==> config.mk <==
export PLATFORM = sky130hd
export DESIGN_NAME = pipe_hazard_ctrl
export DESIGN_NICKNAME = d
export VERILOG_FILES = /design/src/rtl/pipe_hazard_ctrl_pkg.sv /design/src/rtl/load_use_detect.sv /design/src/rtl/pipe_hazard_ctrl.sv
export SDC_FILE = /design/constraint.sdc
export NUM_CORES = 1
export LEC_CHECK = 0
export CAP_MARGIN = 10
export CORE_MARGIN = 2
export CORE_UTILIZATION = 45
export CTS_CLUSTER_DIAMETER = 120
export DETAILED_ROUTE_END_ITERATION = 8
export GPL_TIMING_DRIVEN = 0
export PLACE_DENSITY_LB_ADDON = 0.2
export RECOVER_POWER = 100
export SLEW_MARGIN = 20
export SYNTH_ARGS = -nofsm -noshare
export SYNTH_HDL_FRONTEND = slang
export SYNTH_SLANG_ARGS = --single-unit
==> constraint.sdc <==
create_clock -name clock -period 3.1 [get_ports clock]
set_input_delay 0.93 -clock clock [delete_from_list [all_inputs] [get_ports clock]]
set_output_delay 0.93 -clock clock [all_outputs]
set_load 0.02 [all_outputs]
==> src/rtl/pipe_hazard_ctrl_pkg.sv <==
// rtl/pipe_hazard_ctrl_pkg.sv - shared mips pipeline definitions for hazard control
// Contents: FSM state encodings, MEM_WAIT_MAX default, saturating counter helper.
package pipe_hazard_ctrl_pkg;

  typedef enum logic [1:0] {
    ST_RUN      = 2'b00,
    ST_MEM_WAIT = 2'b01,
    ST_ERROR    = 2'b10,
    ST_ERROR_X  = 2'b11   // unused encoding, treated exactly like ST_ERROR
  } hz_state_e;

  localparam int unsigned MEM_WAIT_MAX_DEFAULT = 15;
  localparam logic [15:0] COUNT_SAT            = 16'hFFFF;

  // Event counters stick at all-ones rather than wrapping back to zero.
  function automatic logic [15:0] sat_inc(input logic [15:0] value);
    return (value == COUNT_SAT) ? value : value + 16'd1;
  endfunction

endpackage

==> src/rtl/load_use_detect.sv <==
// rtl/load_use_detect.sv - combinational lw-followed-by-use hazard comparator
// Ports:
//   id_rs, id_rt     in  source register fields of the IF/ID instruction
//   id_uses_rt       in  IF/ID instruction reads rt
//   id_valid         in  IF/ID instruction is not a nop
//   ex_mem_read      in  ID/EX instruction is lw
//   ex_rt            in  lw destination register
//   load_use         out hazard: IF/ID reads the register the lw is still loading
module load_use_detect (
  input  logic [4:0] id_rs,
  input  logic [4:0] id_rt,
  input  logic       id_uses_rt,
  input  logic       id_valid,
  input  logic       ex_mem_read,
  input  logic [4:0] ex_rt,
  output logic       load_use
);

  // $zero is never really written, so a lw targeting it cannot create a hazard.
  assign load_use = ex_mem_read && (ex_rt != 5'd0) && id_valid &&
                    ((ex_rt == id_rs) || (id_uses_rt && (ex_rt == id_rt)));

endmodule

==> src/rtl/pipe_hazard_ctrl.sv <==
// rtl/pipe_hazard_ctrl.sv - pipeline stall/flush/freeze controller with memory wait FSM
// Ports:
//   clock, reset                     in  system clock, synchronous active-high reset
//   id_rs, id_rt, id_uses_rt,
//   id_valid                         in  IF/ID instruction operand info
//   ex_mem_read, ex_rt               in  ID/EX lw info
//   mem_branch_taken, mem_access,
//   mem_ack                          in  EX/MEM branch and data memory handshake
//   pc_write, if_id_write            out PC and IF/ID load enables
//   if_id_flush, id_ex_bubble,
//   ex_mem_flush                     out stage flush/bubble controls
//   pipe_freeze                      out hold ID/EX, EX/MEM, MEM/WB
//   state                            out current FSM state
//   mem_timeout                      out sticky memory timeout flag
//   stall_count, flush_count         out saturating event counters
module pipe_hazard_ctrl
  import pipe_hazard_ctrl_pkg::*;
#(
  parameter int unsigned MEM_WAIT_MAX = MEM_WAIT_MAX_DEFAULT
) (
  input  logic        clock,
  input  logic        reset,
  input  logic [4:0]  id_rs,
  input  logic [4:0]  id_rt,
  input  logic        id_uses_rt,
  input  logic        id_valid,
  input  logic        ex_mem_read,
  input  logic [4:0]  ex_rt,
  input  logic        mem_branch_taken,
  input  logic        mem_access,
  input  logic        mem_ack,
  output logic        pc_write,
  output logic        if_id_write,
  output logic        if_id_flush,
  output logic        id_ex_bubble,
  output logic        ex_mem_flush,
  output logic        pipe_freeze,
  output logic [1:0]  state,
  output logic        mem_timeout,
  output logic [15:0] stall_count,
  output logic [15:0] flush_count
);

  localparam logic [7:0] WAIT_LIMIT = 8'(MEM_WAIT_MAX);

  hz_state_e  cur_state, nxt_state;
  logic [7:0] wait_cnt, wait_cnt_nxt;
  logic       load_use;
  logic       advance;
  logic       set_timeout;
  logic       branch_flush;

  load_use_detect u_load_use_detect (
    .id_rs       (id_rs),
    .id_rt       (id_rt),
    .id_uses_rt  (id_uses_rt),
    .id_valid    (id_valid),
    .ex_mem_read (ex_mem_read),
    .ex_rt       (ex_rt),
    .load_use    (load_use)
  );

  assign state = cur_state;

  always_comb begin
    pc_write     = 1'b1;
    if_id_write  = 1'b1;
    if_id_flush  = 1'b0;
    id_ex_bubble = 1'b0;
    ex_mem_flush = 1'b0;
    pipe_freeze  = 1'b0;
    nxt_state    = cur_state;
    wait_cnt_nxt = wait_cnt;
    advance      = 1'b0;
    set_timeout  = 1'b0;
    branch_flush = 1'b0;

    // During reset the outputs stay at their free-running values.
    if (!reset) begin
      case (cur_state)
        ST_RUN: begin
          if (mem_access && !mem_ack) begin
            pipe_freeze  = 1'b1;
            pc_write     = 1'b0;
            if_id_write  = 1'b0;
            nxt_state    = ST_MEM_WAIT;
            wait_cnt_nxt = 8'd1;
          end else begin
            advance = 1'b1;
          end
        end
        ST_MEM_WAIT: begin
          if (mem_ack) begin
            // Access completes: unfreeze this cycle and let hazards act as in RUN.
            nxt_state = ST_RUN;
            advance   = 1'b1;
          end else begin
            pipe_freeze  = 1'b1;
            pc_write     = 1'b0;
            if_id_write  = 1'b0;
            wait_cnt_nxt = wait_cnt + 8'd1;
            if (wait_cnt == WAIT_LIMIT) begin
              nxt_state   = ST_ERROR;
              set_timeout = 1'b1;
            end
          end
        end
        default: begin
          pipe_freeze = 1'b1;
          pc_write    = 1'b0;
          if_id_write = 1'b0;
        end
      endcase

      // A taken branch squashes the younger instructions, so any load-use
      // hazard among them is moot and the PC must load the target.
      if (advance) begin
        if (mem_branch_taken) begin
          if_id_flush  = 1'b1;
          id_ex_bubble = 1'b1;
          ex_mem_flush = 1'b1;
          branch_flush = 1'b1;
        end else if (load_use) begin
          pc_write     = 1'b0;
          if_id_write  = 1'b0;
          id_ex_bubble = 1'b1;
        end
      end
    end
  end

  always_ff @(posedge clock) begin
    if (reset) begin
      cur_state   <= ST_RUN;
      wait_cnt    <= 8'd0;
      mem_timeout <= 1'b0;
      stall_count <= 16'd0;
      flush_count <= 16'd0;
    end else begin
      cur_state <= nxt_state;
      wait_cnt  <= wait_cnt_nxt;
      if (set_timeout) begin
        mem_timeout <= 1'b1;
      end
      if (!pc_write) begin
        stall_count <= sat_inc(stall_count);
      end
      if (branch_flush) begin
        flush_count <= sat_inc(flush_count);
      end
    end
  end

endmodule

**Word level (Yosys, flattened, before mapping)**

Cells that the tools add are included.
W data, S select, Z words.

- Output and inout bits: 41
- Register bits: 43
- Word-level logic and storage cells: 64
- Input bits: 23

- Muxes and demuxes: 30
- Bitwise operators: 3
- Equality and inequality tests: 9
- $add $sub $neg: 3
- Reduce and logical (&&, ||, !) cells: 14

Operators by type and width:

| kind | count |
|---|---|
| $add A16 B1 Y16 const B | 2 |
| $eq A16 B16 Y1 const B | 2 |
| $mux W1 | 21 |
| $mux W8 | 2 |
| $pmux W8 S2 | 1 |
| $eq A5 B5 Y1 | 2 |
| $add A8 B1 Y8 const B | 1 |
| $eq A8 B4 Y1 const B | 1 |
| $mux W2 | 3 |
| $reduce_and A3 Y1 | 2 |
| $logic_and A1 B1 Y1 | 5 |
| $reduce_bool A5 Y1 | 1 |
| $ne A2 B2 Y1 const B | 2 |
| $pmux W1 S2 | 2 |
| $pmux W2 S2 | 1 |
| $reduce_and A2 Y1 | 2 |
| $ne A3 B3 Y1 const B | 1 |
| $not A1 Y1 | 3 |
| $eq A2 B1 Y1 const B | 1 |
| $logic_not A2 Y1 | 1 |
| $reduce_bool A2 Y1 | 1 |
| $logic_not A1 Y1 | 1 |
| $logic_or A1 B1 Y1 | 1 |

**Logic depth before layout (Yosys ltp)**

- Depth after elaboration: 10
- Gate-level depth with buffers: 9
- Depth with buffers taken out: 7

**By module**

A second synthesis with hierarchy kept.

- Cells, all modules: 273
- Area total of the unflattened synthesis: 2399.8 um^2

By module, submodules not included:

| module | cells each | area each (um^2) | sequential area each (um^2) | times used |
|---|---|---|---|---|
| pipe_hazard_ctrl | 256 | 2265.9 | 860.8 | 1 |
| load_use_detect | 17 | 133.9 | 0.0 | 1 |

**Worst setup path before layout**

OpenSTA, ideal clock, no wires.

- Kind: in2out
- From: input port ex_rt[4]
- To: output port pc_write
- Setup slack: 0.188 ns
- Data required time: 2.170 ns
- Buffers on the path: 1
- Stages on the path: 6
- Arrival time: 1.982 ns
- Cells stage by stage: xnor2_1 nand3_1 o22ai_1 a21o_1 inv_1 buf_4

- Cells in the longest elaborated chain, start to end: 8
- Elaborated cells on any way between the ends: 12
- Classes of those cells: eq/ne: 2; mux: 4; reduce/logical: 6

RTL lines:

| element | RTL line | text |
|---|---|---|
| start, declared | pipe_hazard_ctrl.sv:28 | `input logic [4:0] ex_rt,` |
| $eq A5 B5 Y1 / $reduce_bool A5 Y1 (equally long branches) | load_use_detect.sv:21, load_use_detect.sv:20 |  |
| $logic_and A1 B1 Y1 (on tied branches) | load_use_detect.sv:21, load_use_detect.sv:20 |  |
| $logic_or A1 B1 Y1 / $logic_and A1 B1 Y1 (equally long branches) | load_use_detect.sv:21, load_use_detect.sv:20 |  |
| $logic_and A1 B1 Y1 * | load_use_detect.sv:20 | `assign load_use = ex_mem_read && (ex_rt != 5'd0) && id_valid &&` |
| $mux W1 * (4 in series) | n/a |  |
| end, declared | pipe_hazard_ctrl.sv:32 | `output logic pc_write,` |

Mark *: on every way between the ends. The rest lies on a longest branch, timed or not.

**Worst setup path after layout**

- From: input port id_rt[4]
- To: output port pc_write

- Cells in the longest elaborated chain, start to end: 8

RTL lines:

| element | RTL line | text |
|---|---|---|
| start, declared | pipe_hazard_ctrl.sv:24 | `input logic [4:0] id_rt,` |
| $eq A5 B5 Y1 | load_use_detect.sv:21 | `((ex_rt == id_rs) \|\| (id_uses_rt && (ex_rt == id_rt)));` |
| $logic_and A1 B1 Y1 | load_use_detect.sv:21 |  |
| $logic_or A1 B1 Y1 | load_use_detect.sv:21 |  |
| $logic_and A1 B1 Y1 | load_use_detect.sv:20 |  |
| $mux W1 | pipe_hazard_ctrl.sv:123 | `end else if (load_use) begin` |
| $mux W1 | pipe_hazard_ctrl.sv:118 | `if (mem_branch_taken) begin` |
| $mux W1 | pipe_hazard_ctrl.sv:117 | `if (advance) begin` |
| $mux W1 | pipe_hazard_ctrl.sv:79 | `if (!reset) begin` |

Every way passes these cells.

==> run metrics <==
Post-Syn Instances=265; vias in the first global route=1,923; Bufs on Longest Clock Path=2; Pleak=around 1.1 nW; Final ANT Viol Nets=0; wire length per cell=13.1 um; fin cells=413; All-Layer GR Usage=19.4%; Ys Warns=0; normalized max-slew margin=between 60% and 70%; CTS buffer count=5; peak supply drop=0.194 mV; Crit. End Element=primary output; slowest CP cell=clkdlybuf4s15_1; Cell Rows=25; number of flops mapped to enable cells by yosys=0; status=finished, final reports clean; leading area contributor after synthesis=dfxtp_1; clk_skew=between 3 and 4 ps; WL final=5.40 mm; Die W=74.8 um; critical path arrival=2150 ps; HPWL after detailed placement=between 3 and 4 mm; Worst-path clk slew=70 ps; initial antenna violation count=0; required time worst endpoint=2170 ps; Final nets=roughly 370; vias post-DR=2,185; Area after DPL=2970 sq um; CTS HTree Levels=2; clk sinks=43; fin. max-slew vios=0; via-per-instance ratio=5.29; Starting DRT DRC Count=113; clock root cell=clkbuf_8; Post-synth ARST share=0%; WP buf/inv=4; post-synth cell types=45; port bufs=63; Max Cap Viol=0; count of state elements after synthesis=43; Worst path top cell family by delay=buffers and inverters; Most used DFF post-synth=dfxtp_1; CP max FO=3; ANT cells=0; main area contributors after synthesis=dfxtp_1 (38%), xnor2_1 (6.2%), nor2_1 (4.3%); Critical Path, Cell by Cell=clkdlybuf4s15_1 > xnor2_2 > nand4_1 > o22ai_4 > a21o_1 > inv_2 > buf_4 > buf_6; critical path class=in -> out; CP peak stage delay=200 ps; CTS tree=built; Syn Area/Cell=8.51 sq um; Least-Margin Pin Slew=566 ps; Pwr Density=approximately 340 nW/um^2; crit start category=input pin; mapped cell area=2250 sq um; fin crit share=between 90% and 100%; # DRC=0; DP Cell Count=approximately 400; type of the worst min-delay path=reg -> reg; fin crit period=3080 ps; Synth Net Count=291; Seq/Total Area, Yosys=38.2%; count of final setup violators=0; post-synth top area share=a little under two fifths; Starting Density=47.1%; Fin. Hold Viols=0; Final Instance Area=roughly 3200 sq um; RD Place Congestion=0.829; num ports=64; core region area=4790 sq um; Worst-Skew Late Latency=280 ps; drt pass-1 iters=4; die height=74.8 um; die area=5590 sq um; slack of the worst reg-to-reg path=slightly below 1000 ps; layout cells sized above 1=16.8%; area growth from synthesis to final layout=41.3%; fmax=around 320 MHz; Overflow after GRT=0; largest net degree at the start of global routing=13; first-pass GRT wire length=8.58 mm
final timing paths:
path                       start        endpoint  depth (start not counted)
setup / recovery        id_rt[4]        pc_write                          8
hold / removal       mem_timeout     mem_timeout                          2
setup reg to reg  stall_count[0]  stall_count[1]                          9
hold reg to reg      mem_timeout     mem_timeout                          2
worst register-to-register path: cells and delay by family (launching register included):
kind | cells | cell delay, ps
AO/OA/AOI/OAI | 2 | 460
buffers and inverters | 2 | 300
multiplexers | 1 | 180
flip-flops | 1 | 420
AND/OR/NAND/NOR | 3 | 380
adder cells (fa/ha/maj) | 1 | 260
layout by cell type (no fill, tap or decap), drive strengths merged, types with 3 or more instances in the layout:
master and count:
o21a 3, nor2 27, nand4 13, clkbuf 13, or4 3, inv 10, o21ai 18, nor4 3
clkdlybuf4s50 37, xor2 9, a21oi 26, and3 7, buf 21, dlygate4sd2 10, clkdlybuf4s15 8, dfxtp 43
nand2 22, ha 3, o31ai 3, and4 4, xnor2 16, or3 15, nand3 16
metal layers:
| layer | track usage, % | share of wire [%] | vias up |
|---|---|---|---|
| met5 | 0 | 0 | - |
| met4 | 2.78 | 0.78 | 0 |
| met3 | 4.95 | 4.5 | 4 |
| met2 | 32.3 | 47 | 56 |
| met1 | 26.1 | 47 | 1003 |
| li1 | - | - | 1122 |
sequential cells by signal, indices dropped and copies added, names as in the netlist:
signal       count
mem_timeout      1
flush_count     16
wait_cnt         8
state            2
stall_count     16
layout make-up:
| class | instances | area [sq um] |
|---|---|---|
| inverters | 10 | 37.5 |
| repair buffers | 73 | 667 |
| well taps | 67 | 83.8 |
| fillers | 391 | 1600 |
| flip-flops and latches | 43 | 861 |
| clock buffers | 8 | 100 |
| multi-input cells | 204 | 1370 |
| plain buffers | 8 | 65.1 |
synthesized netlist by cell type (4+ instances only):
cell,instances
nand2_1,21
a21oi_2,6
a21oi_1,19
and4_1,4
o21ai_0,11
nand4_1,11
inv_1,10
xnor2_1,16
o21ai_1,6
nand3_1,16
dfxtp_1,43
nor2_1,26
and3_1,7
xor2_1,9
or3_1,15
kinds of logic after synthesis:
group | after synthesis | share of synthesized area (%)
flops | 43 | 38.2
xor+xnor | 25 | 9.71
buf+inv | 18 | 4.44
fa+ha+maj | 3 | 1.66
mux | 1 | 0.444
simple gates | 116 | 28.4
compound gates | 59 | 17.2
where the power goes:
part	switching, mW	internal, mW	leakage, nW
sequential	0.00699	0.557	0.347
clock	0.177	0.203	0.0515
combinational	0.0727	0.0691	0.743
repair_timing:
item,in CTS,in global routing
gates resized for setup,55,26
gates cloned,0,0
endpoints found under the setup margin,6,5
hold buffers,0,0
buffers inserted,8,2
pin swaps,20,14
through the flow:
| step | setup TNS [ps] | hold WS, ps | total power, mW | util, % | worst slack [ps] |
|---|---|---|---|---|---|
| 6_report | 0 | 446 | 1.09 | 66.6 | 17.2 |
| 5_1_grt | -93.0 | 477 | 1.13 | 66.6 | -46.8 |
| 4_1_cts | 0 | 450 | 1.08 | 65.9 | 4.32 |
| 3_5_place_dp | -4130 | 437 | 0.703 | 62.0 | -958 |
| 3_3_place_gp | -3900 | 434 | 0.701 | 62.0 | -898 |
| 2_1_floorplan | 0 | 479 | 0.641 | - | 188 |
Power figures use the tool's default switching activity.
